[src/rtl/song_pkg.sv]
// Shared definitions for the song sequencer: entry field layout and FSM states.
// Latency: n/a (definitions only).
// Backpressure: n/a.
package song_pkg;

  localparam int ENTRY_W     = 16;
  localparam int IS_WAIT_BIT = 15;
  localparam int NOTE_MSB    = 14;
  localparam int NOTE_LSB    = 9;
  localparam int DUR_MSB     = 8;
  localparam int DUR_LSB     = 3;
  localparam int META_MSB    = 2;
  localparam int META_LSB    = 0;

  typedef enum logic [2:0] {
    ST_IDLE,
    ST_FETCH,
    ST_DECODE,
    ST_WAIT,
    ST_DONE
  } state_e;

endpackage

[src/rtl/song_reader_voice_alloc.sv]
// Voice allocator: picks the lowest free voice, otherwise steals round-robin.
// Latency: grant is combinational; the steal pointer updates on the next edge.
// Backpressure: none, a grant is always produced (stealing when all are busy).
module voice_alloc #(
  parameter int NUM_VOICES = 3
) (
  input  logic                  clk,
  input  logic                  reset,
  input  logic [NUM_VOICES-1:0] voice_busy,
  input  logic                  alloc,
  output logic [NUM_VOICES-1:0] grant
);

  localparam int PTR_W = (NUM_VOICES > 1) ? $clog2(NUM_VOICES) : 1;

  logic [PTR_W-1:0] rr_ptr_q, rr_ptr_d;
  logic             found;

  // Lowest-index free voice wins; with no free voice the steal pointer chooses.
  always_comb begin
    grant = '0;
    found = 1'b0;
    for (int i = 0; i < NUM_VOICES; i++) begin
      if (!voice_busy[i] && !found) begin
        grant[i] = 1'b1;
        found    = 1'b1;
      end
    end
    if (!found) begin
      grant[rr_ptr_q] = 1'b1;
    end
  end

  // The steal pointer only moves when a steal actually happens.
  always_comb begin
    rr_ptr_d = rr_ptr_q;
    if (alloc && !found) begin
      rr_ptr_d = (rr_ptr_q == PTR_W'(NUM_VOICES - 1)) ? '0 : rr_ptr_q + 1'b1;
    end
  end

  // Steal pointer register.
  always_ff @(posedge clk) begin
    if (reset) begin
      rr_ptr_q <= '0;
    end else begin
      rr_ptr_q <= rr_ptr_d;
    end
  end

endmodule

[src/rtl/song_reader.sv]
// Song sequencer: walks ROM entries, dispatches notes to voices, stalls on wait entries.
// Latency: 2 cycles per note or zero-wait entry; waits add N beats.
// Backpressure: play=0 pauses fetch/decode/wait; a busy voice set is stolen, never stalls.
module song_reader
  import song_pkg::*;
#(
  parameter int NUM_VOICES = 3,
  parameter int SONG_BITS  = 2,
  parameter int IDX_BITS   = 5,
  parameter int NOTE_W     = 6,
  parameter int DUR_W      = 6,
  parameter int META_W     = 3
) (
  input  logic                          clk,
  input  logic                          reset,
  input  logic                          play,
  input  logic [SONG_BITS-1:0]          song,
  input  logic                          beat,
  input  logic [NUM_VOICES-1:0]         voice_busy,
  output logic [SONG_BITS+IDX_BITS-1:0] rom_addr,
  input  logic [ENTRY_W-1:0]            rom_dout,
  output logic [NUM_VOICES-1:0]         note_load,
  output logic [NOTE_W-1:0]             note_out,
  output logic [DUR_W-1:0]              duration_out,
  output logic [META_W-1:0]             meta_out,
  output logic                          song_done
);

  state_e                state_q, state_d;
  logic [SONG_BITS-1:0]  song_reg_q, song_reg_d;
  logic [IDX_BITS-1:0]   idx_q, idx_d;
  logic [DUR_W-1:0]      wait_cnt_q, wait_cnt_d;
  logic [NUM_VOICES-1:0] note_load_q, note_load_d;
  logic [NOTE_W-1:0]     note_out_q, note_out_d;
  logic [DUR_W-1:0]      duration_out_q, duration_out_d;
  logic [META_W-1:0]     meta_out_q, meta_out_d;
  logic                  song_done_q, song_done_d;

  logic                  alloc;
  logic [NUM_VOICES-1:0] grant;
  logic                  restart;
  logic                  advance;
  logic                  song_chg;

  logic                  ent_wait;
  logic [NOTE_W-1:0]     ent_note;
  logic [DUR_W-1:0]      ent_dur;
  logic [META_W-1:0]     ent_meta;

  assign ent_wait = rom_dout[IS_WAIT_BIT];
  assign ent_note = rom_dout[NOTE_MSB:NOTE_LSB];
  assign ent_dur  = rom_dout[DUR_MSB:DUR_LSB];
  assign ent_meta = rom_dout[META_MSB:META_LSB];

  assign rom_addr     = {song_reg_q, idx_q};
  assign note_load    = note_load_q;
  assign note_out     = note_out_q;
  assign duration_out = duration_out_q;
  assign meta_out     = meta_out_q;
  assign song_done    = song_done_q;

  voice_alloc #(
    .NUM_VOICES(NUM_VOICES)
  ) u_voice_alloc (
    .clk       (clk),
    .reset     (reset),
    .voice_busy(voice_busy),
    .alloc     (alloc),
    .grant     (grant)
  );

  // Next-state logic; a song change overrides beat and dispatch in every active state.
  always_comb begin
    state_d        = state_q;
    song_reg_d     = song_reg_q;
    idx_d          = idx_q;
    wait_cnt_d     = wait_cnt_q;
    note_load_d    = '0;
    note_out_d     = note_out_q;
    duration_out_d = duration_out_q;
    meta_out_d     = meta_out_q;
    song_done_d    = 1'b0;
    alloc          = 1'b0;
    restart        = 1'b0;
    advance        = 1'b0;
    song_chg       = (song != song_reg_q);

    case (state_q)
      ST_IDLE: begin
        if (play) begin
          song_reg_d = song;
          idx_d      = '0;
          state_d    = ST_FETCH;
        end
      end
      ST_FETCH: begin
        if (song_chg)  restart = 1'b1;
        else if (play) state_d = ST_DECODE;
      end
      ST_DECODE: begin
        if (song_chg) begin
          restart = 1'b1;
        end else if (play) begin
          if (!ent_wait) begin
            alloc          = 1'b1;
            note_load_d    = grant;
            note_out_d     = ent_note;
            duration_out_d = ent_dur;
            meta_out_d     = ent_meta;
            advance        = 1'b1;
          end else if (ent_dur == '0) begin
            advance = 1'b1;
          end else begin
            wait_cnt_d = ent_dur;
            state_d    = ST_WAIT;
          end
        end
      end
      ST_WAIT: begin
        if (song_chg) begin
          restart = 1'b1;
        end else if (beat && play) begin
          wait_cnt_d = wait_cnt_q - 1'b1;
          if (wait_cnt_q == DUR_W'(1)) advance = 1'b1;
        end
      end
      ST_DONE: begin
        if (song_chg)   restart = 1'b1;
        else if (!play) state_d = ST_IDLE;
      end
      default: state_d = ST_IDLE;
    endcase

    if (restart) begin
      song_reg_d = song;
      idx_d      = '0;
      state_d    = ST_FETCH;
    end

    // The last entry of a song ends in DONE rather than wrapping to entry 0.
    if (advance) begin
      if (idx_q == '1) begin
        state_d     = ST_DONE;
        song_done_d = 1'b1;
      end else begin
        idx_d   = idx_q + 1'b1;
        state_d = ST_FETCH;
      end
    end
  end

  // State and output registers.
  always_ff @(posedge clk) begin
    if (reset) begin
      state_q        <= ST_IDLE;
      song_reg_q     <= '0;
      idx_q          <= '0;
      wait_cnt_q     <= '0;
      note_load_q    <= '0;
      note_out_q     <= '0;
      duration_out_q <= '0;
      meta_out_q     <= '0;
      song_done_q    <= 1'b0;
    end else begin
      state_q        <= state_d;
      song_reg_q     <= song_reg_d;
      idx_q          <= idx_d;
      wait_cnt_q     <= wait_cnt_d;
      note_load_q    <= note_load_d;
      note_out_q     <= note_out_d;
      duration_out_q <= duration_out_d;
      meta_out_q     <= meta_out_d;
      song_done_q    <= song_done_d;
    end
  end

endmodule

[config.mk]
export PLATFORM = sky130hd
export DESIGN_NAME = song_reader
export DESIGN_NICKNAME = d
export VERILOG_FILES = /design/src/rtl/song_pkg.sv /design/src/rtl/song_reader_voice_alloc.sv /design/src/rtl/song_reader.sv
export SDC_FILE = /design/constraint.sdc
export NUM_CORES = 1
export LEC_CHECK = 0
export ABC_AREA = 1
export CORE_ASPECT_RATIO = 0.7
export CORE_UTILIZATION = 48
export DETAILED_ROUTE_END_ITERATION = 10
export GPL_TIMING_DRIVEN = 0
export PLACE_DENSITY = 0.8
export REMOVE_ABC_BUFFERS = 1
export SLEW_MARGIN = 20
export SYNTH_ARGS = -nofsm -noshare
export SYNTH_HDL_FRONTEND = slang
export SYNTH_SLANG_ARGS = --single-unit
[constraint.sdc]
create_clock -name clk -period 1.75 [get_ports clk]
set_input_delay 0.4375 -clock clk [delete_from_list [all_inputs] [get_ports clk]]
set_output_delay 0.4375 -clock clk [all_outputs]
set_load 0.05 [all_outputs]
Yosys cells after proc, flatten, opt, wreduce, memory -nomap -nowiden
Cells that the tools add are included.
{"block": "op_classes", "n_addsub": 3, "magnitude_cmp": 2, "n_eq_ne": 24, "n_mux": 52, "n_bitwise": 6, "reduce_logical": 21}
{"op": "3-bit two-way mux", "count": 13}
{"op": "6-bit two-way mux", "count": 6}
{"op": "4-bit != test, second input constant", "count": 9}
{"op": "5-bit two-way mux", "count": 5}
{"op": "1-bit two-way mux", "count": 20}
{"op": "3-bit case mux with 5 select lines", "count": 1}
{"op": "2-bit != test, second input constant", "count": 6}
{"op": "6-bit case mux with 2 select lines", "count": 1}
{"op": "10-bit AND reduction", "count": 1}
{"op": "2-bit two-way mux", "count": 4}
{"op": "7-bit AND reduction", "count": 1}
{"op": "3-bit by 2-bit equality test with 1-bit output, second input constant", "count": 2}
{"op": "6-bit by 1-bit equality test with 1-bit output, second input constant", "count": 1}
{"op": "6-bit zero test", "count": 1}
{"op": "2-bit nonzero test", "count": 3}
{"op": "6-bit by 1-bit subtractor with 6-bit output, second input constant", "count": 1}
{"op": "5-bit by 1-bit adder with 5-bit output, second input constant", "count": 1}
{"op": "5-bit equality test, second input constant", "count": 1}
{"op": "1-bit logical AND", "count": 5}
{"op": "1-bit NOT", "count": 5}
{"op": "5-bit OR reduction", "count": 1}
{"op": "1-bit zero test", "count": 4}
{"op": "4-bit AND reduction", "count": 1}
{"op": "4-bit OR reduction", "count": 1}
{"op": "14 further kinds", "count": 14}
{"block": "word_totals", "ff_bits": 37, "input_bits": 25, "elab_cells": 118}

Longest topological paths before layout
{"block": "depth", "ltp_word": 8, "mapped_depth": 13, "depth_no_buf": 13}

Hierarchy
A second synthesis with hierarchy kept.
{"block": "hier_totals", "hier_cells": 286, "hier_area_um2": 1949.4}
{"mod": "song_reader", "n_inst": 1, "cells_per_inst": 262, "area_each_um2": 1808.0, "seq_area_each_um2": 700.7}
{"mod": "voice_alloc", "n_inst": 1, "cells_per_inst": 24, "area_each_um2": 141.4, "seq_area_each_um2": 40.0}

Worst setup path before layout
Ideal clock, no wire load.
{"block": "synth_timing", "path_kind": "flip-flop to flip-flop", "start": "register idx_q[1]", "end": "register state_q[0]", "setup_time_ps": 113, "t_arrival_ps": 1608, "required_ps": 1637, "slack_ps": 29, "path_stages_with_launch": 10, "path_cell_list": "dfxtp_1 ha_1 nand2_1 nor2_1 ha_1 inv_1 nand2_1 o21ai_0 nor2_1 nor2_1"}
{"block": "synth_between", "elab_chain_cells": 3}
{"element": "start: declaration", "line": "song_reader.sv:31", "source": "logic [IDX_BITS-1:0] idx_q, idx_d;"}
{"element": "start signal: assignment", "line": "song_reader.sv:167", "source": "idx_q <= idx_d;"}
{"element": "5-bit equality test", "line": "song_reader.sv:142", "source": "if (idx_q == '1) begin"}
{"element": "3-bit two-way mux", "line": "song_reader.sv:142"}
{"element": "3-bit two-way mux", "line": "song_reader.sv:141", "source": "if (advance) begin"}
{"element": "end signal: assignment", "line": "song_reader.sv:165", "source": "state_q <= state_d;"}
{"element": "end: declaration", "line": "song_reader.sv:29", "source": "state_e state_q, state_d;"}
Every way passes these cells.
A chain may end at the register's enable or synchronous reset.

Final worst setup path
{"block": "layout_timing", "start": "register song_reg_q[0]", "end": "output port rom_addr[5]"}
{"element": "start: declaration", "line": "song_reader.sv:30", "source": "logic [SONG_BITS-1:0] song_reg_q, song_reg_d;"}
{"element": "start signal: assignment", "line": "song_reader.sv:166", "source": "song_reg_q <= song_reg_d;"}
{"element": "end: declaration", "line": "song_reader.sv:20", "source": "output logic [SONG_BITS+IDX_BITS-1:0] rom_addr,"}
No word-level cell between the ends.

==> flow_summary.yaml <==
run_status:
  outcome: "finished, final reports clean"
finish:
  fillers: 325
  utilization_pct: 70.1
  fin_nets: 357
  final_area_um2: 2530
  diodes: 0
  multi_input_area_um2: 992
  register_area_um2: 743
  drive_gt1_share_pct: 11.0
  syn2layout_area_growth_pct: 36.8
global_route:
  overflow: 0
  antenna_found_initial: 0
  grt_max_degree: 17
  grt_pass1_wl_um: 7420
  first_global_vias: 1686
  grt_use_total_pct: 23.8
die:
  io-pin-count: 51
  core.rowCount: 18
  dieHeight_um: 53.9
  start_util_pct: 51.3
  floorplan.die_area_um2: 4110
  die_x_um: 76.2
  core-area_um2: 3600
critical_path:
  cp-start-kind: "register"
  arrival_ns: 1.22
  worstReg2RegEnd: "state_q[0]"
  required_ns: 1.31
  worst_path_largest_cell_delay_ns: 0.54
  path_delay_family: "buffers and inverters"
  worst-path-buf-inv: 1
  cp-end-kind: "output pin"
  path_cells: "dlygate4sd2_1"
  ff2ff_setup_slack_ns: 0.15
  worstRegToRegCells: 11
  path_class: "reg2out"
  slowest_stage: "dlygate4sd2_1"
  cp_max_fo: 5
  rr_startpoint: "state_q[1]"
yosys:
  synth_seq_cells: 37
  synth_xor_area_share_pct: 0
  synthMuxAreaShare_pct: 0
  synth_top_family_by_area: "simple AND/OR/NAND/NOR gates"
  yosysUniqueCellTypes: 27
  synth_seq_area_share_pct: 40.1
  synth_area_um2: 1850
  synth-warning-count: 0
  synth_cells: 272
  synthAdderAreaFrac_pct: 2.71
  synth-compound-area-share_pct: 17.7
  post_synth.cell_area_avg_um2: 6.79
  synth_simple_gate_area_share_pct: 31.5
sta:
  fmax_ghz: 0.602
  timing.hold.ws_ns: 0.460
  layout_min_cycle_time_ns: 1.66
  slew_violations: 0
  clock_skew_ns: 0.00345
  worst_pin_slew_ns: 0.527
  rsz0062_at_grt: "no"
  finalSetupViolations: 0
  relSlewSlack_pct: 64.8
  min_period_over_period_pct: 95.0
  hold_violations: 0
placed_design:
  hpwlAfterDp_um: 3100
  gp_congestion: 0.872
  numPortBuffers: 50
  place_area_um2: 2370
drt:
  first_pass_iters: 4
  num_vias: 1886
  drtIter0Drc: 114
  routed_wirelength_um: 4570
  wire_per_inst_um: 12.1
  drc: 0
  via_per_inst: 4.99
  drtAntennaViolNets: 0
pwr:
  p_per_area_nw_per_um2: 1050
  irDropWorstVdd_mv: 0.736
  power_leakage_nw: 1.22
flow_run:
  cap_violations: 0
cts:
  cts.clk_slew.worst_paths_ns: 0.07
  cts_buffers: 5
  cts_tree: "built"
  clk-insertion-delay-late_ns: 0.29
  clock_path_buffers: 2
  clock_sinks: 37
  cts_root_buf: "clkbuf_8"
  htreeDepth: 2
worst_hold_path:
  min_path_cells: 3
  hp-class: "in2reg"
  min_to: "song_reg_q[1]"
  worstHoldStart: "song[1]"
## flip-flops by register name, indices dropped and copies added, names as in the netlist
name / cells
duration_out: 6
note_out: 6
wait_cnt_q: 6
idx_q: 5
meta_out: 3
note_load: 3
state_q: 3
song_reg_q: 2
u_voice_alloc.rr_ptr_q: 2
song_done: 1
## what timing repair did
action / in CTS / in global routing
buffers inserted: 2 / 2
gates resized for setup: 32 / 13
pin swaps: 1 / 3
setup endpoints to repair: 61 / 35
cloned: 1 / 0
hold buffers: 0 / 0
## power by group
group	switching [W]	leakage (nW)	internal (W)
Clock	0.000298	0.0540	0.000414
Sequential	0.0000821	0.300	0.000921
Combinational	0.000628	0.864	0.000318
Total	0.00101	1.22	0.00165
## layout by cell type, fill, tap and decap left out
cell / Yosys / layout
dlymetal6s2s_1: 0 / 3
nand2_1: 47 / 46
nor3_4: 1 / 1
bufinv_16: 0 / 1
a31oi_1: 1 / 1
clkinvlp_4: 0 / 2
nor2_1: 60 / 59
nor2_2: 1 / 2
ha_1: 4 / 4
dfxtp_2: 0 / 2
o21ai_0: 38 / 35
buf_4: 0 / 4
nand3_1: 11 / 10
dfxtp_1: 37 / 35
nor3_1: 2 / 2
clkinv_1: 1 / 1
nand3b_1: 1 / 1
nand3_4: 1 / 2
clkinv_2: 0 / 1
o21ai_1: 4 / 7
dlygate4sd2_1: 0 / 26
a21oi_1: 16 / 16
nand4_1: 1 / 1
inv_1: 25 / 22
o211ai_1: 1 / 1
nand2_4: 0 / 3
clkbuf_8: 0 / 5
inv_2: 3 / 5
a211oi_1: 1 / 1
or2_2: 1 / 1
o21ai_4: 1 / 1
clkdlybuf4s50_1: 0 / 21
nor2_4: 1 / 1
nand2_2: 7 / 5
## cells in the mapped netlist (all sizes together)
cell type / n / area share [%]
nand3: 12 / 3.9
o211ai: 1 / 0.41
a31oi: 1 / 0.34
dfxtp: 37 / 40
nand3b: 1 / 0.41
buf: 3 / 1.5
a211oi: 1 / 0.41
clkinv: 1 / 0.20
o21ai: 43 / 12
clkbuf: 3 / 0.61
ha: 4 / 2.7
or2: 1 / 0.34
nor2: 62 / 13
nor3: 3 / 1.4
nand2: 54 / 12
nand4: 1 / 0.34
inv: 28 / 5.7
a21oi: 16 / 4.3
## through the flow
| stage | total power, W | cells | worst slack, ns | setup TNS [ns] |
|---|---|---|---|---|
| floorplan | 0.00168 | 266 | -0.0272 | -0.387 |
| global placement | 0.00192 | 366 | -0.628 | -16.37 |
| detailed placement | 0.00193 | 366 | -0.616 | -16.30 |
| CTS | 0.00264 | 376 | 0.00337 | 0 |
| global route | 0.00284 | 378 | 0.0274 | 0 |
| finish | 0.00266 | 378 | 0.0882 | 0 |
## cell type report
cell class	count	area share, %
well taps	50	2.48
repair buffers	54	20.0
multi-input cells	200	39.3
repair inverters	1	0.297
clock buffers	5	2.72
inverters	29	4.46
clock inverters	2	1.39
flip-flops and latches	37	29.4
## cell families (layout without fill, tap and decap cells)
kind of cell    Yosys count  after routing
flops                    37             37
simple gates            134            134
fa+ha+maj                 4              4
compound gates           62             62
buf+inv                  35             91
## routing by layer
metal	vias to the layer above	global-route usage, %	part of all wire (%)
met5	-	0	0
met4	0	10.6	1.4
met3	8	7.29	7.1
met2	60	38.0	42
met1	833	30.4	49
li1	985	-	-
## how the worst max path moves through the flow
stage                             start                         to  slack (ns)  depth (start not counted)
after global routing         state_q[1]  u_voice_alloc.rr_ptr_q[1]        0.03                          9
after floorplan           song_reg_q[1]            duration_out[0]       -0.03                          7
after CTS                          play                   idx_q[1]       0.003                          8
after global placement             play            duration_out[1]       -0.63                          6
after detailed placement        song[0]                note_out[4]       -0.62                          9
final                     song_reg_q[0]                rom_addr[5]        0.09                          1
Power figures use the tool's default switching activity.
==> RTL edit 1, RTL diff (same settings) <==
The package constant `IS_WAIT_BIT` goes from 15 to 11.
--- a/src/rtl/song_pkg.sv
+++ b/src/rtl/song_pkg.sv
@@ -4,7 +4,7 @@
 package song_pkg;
 
   localparam int ENTRY_W     = 16;
-  localparam int IS_WAIT_BIT = 15;
+  localparam int IS_WAIT_BIT = 11;
   localparam int NOTE_MSB    = 14;
   localparam int NOTE_LSB    = 9;
   localparam int DUR_MSB     = 8;
Formal check against the unedited RTL: not equivalent (Yosys sat finds a counterexample within 4 cycles, from zero or initial values and one cycle with reset high).
==> RTL edit 1 against the unedited design <==
- routed wire length up 2.9%
- clock skew up 0.0043 ns
- via count up 0.64%
- total power up 4.1%
- synthesized area down 0.74%
- cell count down 0.79%
- sequential cell count down 1
- register-to-register slack about the same
- worst setup slack worse by 0.030 ns
- synthesized cell count down 1.1%
- design area down 1.1%
- critical path type unchanged
- largest cell class unchanged
- largest power group is now combinational cells
- highest routed layer unchanged
==> RTL edit 1: results (changes against the unedited design) <==
\begin{tabular}{lr}
\hline
Metric & Value \\
\hline
\multicolumn{2}{l}{\textbf{Run status}} \\
Result of the run & finished, final reports clean \\
\multicolumn{2}{l}{\textbf{GRT}} \\
Pin count of the biggest net entering global routing & 14 (-3) \\
Number of global-route vias before repair & 1667 (-1.1\%) \\
First-pass GRT wire length & 7679 microns (+3.5\%) \\
\multicolumn{2}{l}{\textbf{Placement}} \\
Dpl cell area & 0.002328 sq mm (-1.8\%) \\
Port Buffers & 48 (-4.0\%) \\
DP Wirelength & 3153 microns (+1.6\%) \\
Cell count after placement & 360 (-1.6\%) \\
Routability Congestion & 0.8146 (-6.6\%) \\
\multicolumn{2}{l}{\textbf{Drt}} \\
Vias/cell & 5.061 (+1.4\%) \\
Routed metal-1 wirelength & 2220 microns (-1.3\%) \\
Pre-Repair DR Iteration Count & 5 (+1) \\
Routed wire length on met2 & 2044 microns (+6.0\%) \\
Routed len/inst & 12.54 microns (+3.7\%) \\
Detailed-routed wire length on met3 & 357 microns (+9.8\%) \\
Violation count after the first detailed-routing iteration & 171 (+50\%) \\
\multicolumn{2}{l}{\textbf{Logic synthesis}} \\
Avg Synthesized Cell Area & 6.819 sq um (+0.36\%) \\
Most numerous cell types in the synthesized netlist & nor2\_1 (54), nand2\_1 (53), dfxtp\_1 (36) \\
Cell types with the largest area share after synthesis & dfxtp\_1 (39\%), nor2\_1 (11\%), nand2\_1 (11\%) \\
Sequential cell area fraction in the yosys report & 0.3929 (-0.007907) \\
\multicolumn{2}{l}{\textbf{Pwr}} \\
Static leakage power & 1.225 nW (+0.57\%) \\
IR drop worst, VDD & 786.5 uV (+6.9\%) \\
\multicolumn{2}{l}{\textbf{Finish}} \\
Layout filler cell count & 298 (-8.3\%) \\
Proportion of layout cells with a drive suffix above 1 & 0.1138 (+0.004090) \\
\multicolumn{2}{l}{\textbf{Hold path}} \\
Hold Path Depth & 2 (-1) \\
\multicolumn{2}{l}{\textbf{Critical path}} \\
R2R depth & 7 (-4) \\
Highest cell delay on the worst timing path & 0.56 ns (+0.02 ns) \\
\multicolumn{2}{l}{\textbf{Timing}} \\
Final Skew & 0.007739 ns (+0.004293 ns) \\
Measured slew at the worst slew-check pin & 0.6180 ns (+0.09119 ns) \\
\hline
\end{tabular}
[RTL edit 1: path summary, 6_finish.rpt]
check                              from                    endpoint  slack [ns]
max reg2reg         idx_q[0]$_SDFF_PP0_     state_q[0]$_SDFFE_PP0P_        0.15
min reg2reg  wait_cnt_q[5]$_SDFFE_PP0P_  wait_cnt_q[5]$_SDFFE_PP0P_        0.47
max          song_reg_q[0]$_SDFFE_PP0P_                 rom_addr[5]        0.06
min          wait_cnt_q[5]$_SDFFE_PP0P_  wait_cnt_q[5]$_SDFFE_PP0P_        0.47
[RTL edit 1: cells by family after synthesis]
logic type,share of synthesized area
adders and majority gates,0.02729
buffers and inverters,0.08390
and+or+nand+nor,0.3199
xor gates and xnor gates,0.02387
AOI/OAI and AO/OA,0.1501
other,0.002044
DFF,0.3929
[RTL edit 1: what timing repair did]
item | 4_1_cts | 5_1_grt
setup endpoints to repair | 53 | 28
buffers inserted | 4 | 2
pin swaps | 1 | 3
gates cloned | 1 | 0
gates resized for setup | 29 | 12
[RTL edit 1: cell type report]
cell class	instances	area, sq um	share of cell area
repair inverters	1	7.507	0.003003
clock inverters	2	35.03	0.01401
multi-input cells	199	989.7	0.3959
repair buffers	54	500.5	0.2002
inverters	27	108.9	0.04354
clock buffers	6	72.57	0.02903
flip-flops and latches	36	723.2	0.2893
well taps	50	62.56	0.02503
[RTL edit 1: layer usage]
layer,vias to the layer above,GRT usage
met5,-,0
met4,0,0.1111
met3,10,0.08801
met2,59,0.3909
met1,858,0.3523
li1,971,-
[RTL edit 1: stage by stage]
stage	power [W]	TNS [ns]	util
3_5_place_dp	0.001950	-16.59	0.6502
2_1_floorplan	0.001678	-0.2980	-
6_report	0.002770	0	0.6981
3_3_place_gp	0.001937	-15.60	0.6502
5_1_grt	0.002917	-0.004617	0.6981
4_1_cts	0.002681	0	0.6834
==> RTL edit 2, RTL diff (config.mk and constraints unchanged) <==
Made on the original files. Remove the register `song_done_q`: a continuous assignment takes its place, so the output `song_done` follows one clock earlier.
--- a/src/rtl/song_reader.sv
+++ b/src/rtl/song_reader.sv
@@ -160,7 +160,6 @@
       note_out_q     <= '0;
       duration_out_q <= '0;
       meta_out_q     <= '0;
-      song_done_q    <= 1'b0;
     end else begin
       state_q        <= state_d;
       song_reg_q     <= song_reg_d;
@@ -170,9 +169,10 @@
       note_out_q     <= note_out_d;
       duration_out_q <= duration_out_d;
       meta_out_q     <= meta_out_d;
-      song_done_q    <= song_done_d;
     end
   end
 
+  assign song_done_q = song_done_d;
+
 endmodule
 
Function: no difference found for any inputs over 10 cycles, from zero or initial values and one cycle with reset high; that may be too few to reach the edited logic, so the function may still have changed.
==> RTL edit 2 against the unedited design <==
- sequential cell count decreased by 1
- critical endpoint is now song_done
- die area fell by 0.39%
- synthesized area is 0.41% lower
- the flow now finishes with violations (setup timing)
- cell count up 7.1%
- highest routed layer unchanged
- total power is 6.2% lower
- via count is 8.0% higher
- worst setup slack got worse by 0.28 ns
- routed wire length rose by 15%
- design area is 12% higher
==> RTL edit 2: results (changes against the unedited design) <==
\begin{tabular}{lr}
\hline
Metric & Value \\
\hline
\multicolumn{2}{l}{\textbf{Critical path}} \\
RR Startpoint & idx\_q[0]\$\_SDFF\_PP0\_ \\
R2R depth & 10 (-1) \\
Crit path capture & song\_done \\
Highest cell delay on the worst timing path & 0.38 ns (-0.16 ns) \\
CP delay by family, top & flip-flops \\
Data arrival at the endpoint of the critical path & 1.50 ns (+0.28 ns) \\
\multicolumn{2}{l}{\textbf{Drt}} \\
Routed len/inst & 12.94 microns (+7.0\%) \\
\multicolumn{2}{l}{\textbf{GRT}} \\
Total global-route track usage & 0.2588 (+0.02078) \\
Number of global-route vias before repair & 1815 (+7.7\%) \\
\multicolumn{2}{l}{\textbf{Run status}} \\
Result of the run & finished, violations left \\
Violated checks & setup timing \\
\multicolumn{2}{l}{\textbf{Hold path}} \\
Class of the worst hold path & flop to flop \\
\multicolumn{2}{l}{\textbf{Pwr}} \\
IR drop worst, VDD & 652.0 uV (-11\%) \\
Pwr per Cell Area & 880.6 mW/mm\^{}2 (-16\%) \\
\multicolumn{2}{l}{\textbf{Logic synthesis}} \\
Post-synthesis share of cell area spent on full adders, half adders and majority gates & 0.02719 (+0.0001105) \\
Flop and latch count out of synthesis & 36 (-2.7\%) \\
Cell types with the largest area share after synthesis & dfxtp\_1 (39\%), nor2\_1 (11\%), nand2\_1 (10\%) \\
Most numerous cell types in the synthesized netlist & nor2\_1 (55), nand2\_1 (50), dfxtp\_1 (36) \\
Number of unique standard cell types used by synthesis & 28 (+3.7\%) \\
Avg Synthesized Cell Area & 6.919 sq um (+1.8\%) \\
\multicolumn{2}{l}{\textbf{Timing}} \\
Final setup vio count & 1 (+1) \\
Sum of negative setup slack & -0.1891 ns (-0.1891 ns) \\
Worst Setup Slack, final & -0.1891 ns (-0.2773 ns) \\
Final Skew & 0.007351 ns (+0.003906 ns) \\
\multicolumn{2}{l}{\textbf{Finish}} \\
Inverters excl. clock & 29 (-3.3\%) \\
Combined flip-flop and latch cell area & 739.5 sq um (-0.51\%) \\
Signal buffers & 85 (+57\%) \\
Layout filler cell count & 275 (-15\%) \\
\multicolumn{2}{l}{\textbf{Placement}} \\
Setup slack at placement & -1.128 ns (-0.5122 ns) \\
Cell count after placement & 361 (-1.4\%) \\
\hline
\end{tabular}
-- RTL edit 2: changes by cell type in the layout (fill, tap and decap cells not counted), sizes merged, moves of 2 or more --
cell	delta
nand3	+2
clkdlybuf4s50	-8
dlygate4sd2	+3
clkdlybuf4s15	+6
nor2	-2
dlymetal6s2s	-3
o21ai	-8
nand2	+3
buf	+32
a21oi	+3
-- RTL edit 2: per-layer routing --
metal  wire length, microns  share of wire  GRT usage  up-vias
met2                   2552           0.49     0.4758       73
met3                    381          0.073    0.09831        7
met5                      0              0          0        -
li1                       -              -          -     1035
met4                     70          0.013    0.06090        0
met1                   2235           0.43     0.2938      921
-- RTL edit 2: worst min-delay path by stage --
stage                          startpoint                          to  slack, ns  depth (start not counted)
6_report       wait_cnt_q[5]$_SDFFE_PP0P_  wait_cnt_q[5]$_SDFFE_PP0P_       0.49                          2
5_1_grt        wait_cnt_q[5]$_SDFFE_PP0P_  wait_cnt_q[5]$_SDFFE_PP0P_       0.51                          2
4_1_cts        wait_cnt_q[5]$_SDFFE_PP0P_  wait_cnt_q[5]$_SDFFE_PP0P_       0.49                          2
3_5_place_dp   wait_cnt_q[5]$_SDFFE_PP0P_  wait_cnt_q[5]$_SDFFE_PP0P_       0.48                          2
3_3_place_gp   wait_cnt_q[5]$_SDFFE_PP0P_  wait_cnt_q[5]$_SDFFE_PP0P_       0.47                          2
2_1_floorplan  wait_cnt_q[5]$_SDFFE_PP0P_  wait_cnt_q[5]$_SDFFE_PP0P_       0.45                          2
-- RTL edit 2: tightest hold or removal path, cell delays in order, from the launching register on --
cell	delay, ns
dfxtp_1	0.32
inv_1	0.07
a21oi_1	0.06
-- RTL edit 2: power by group --
group,switching [W],internal (W),total [W]
sequential,0.0000682,0.000880,0.000949
clock,0.000319,0.000277,0.000597
combinational,0.000608,0.000343,0.000951
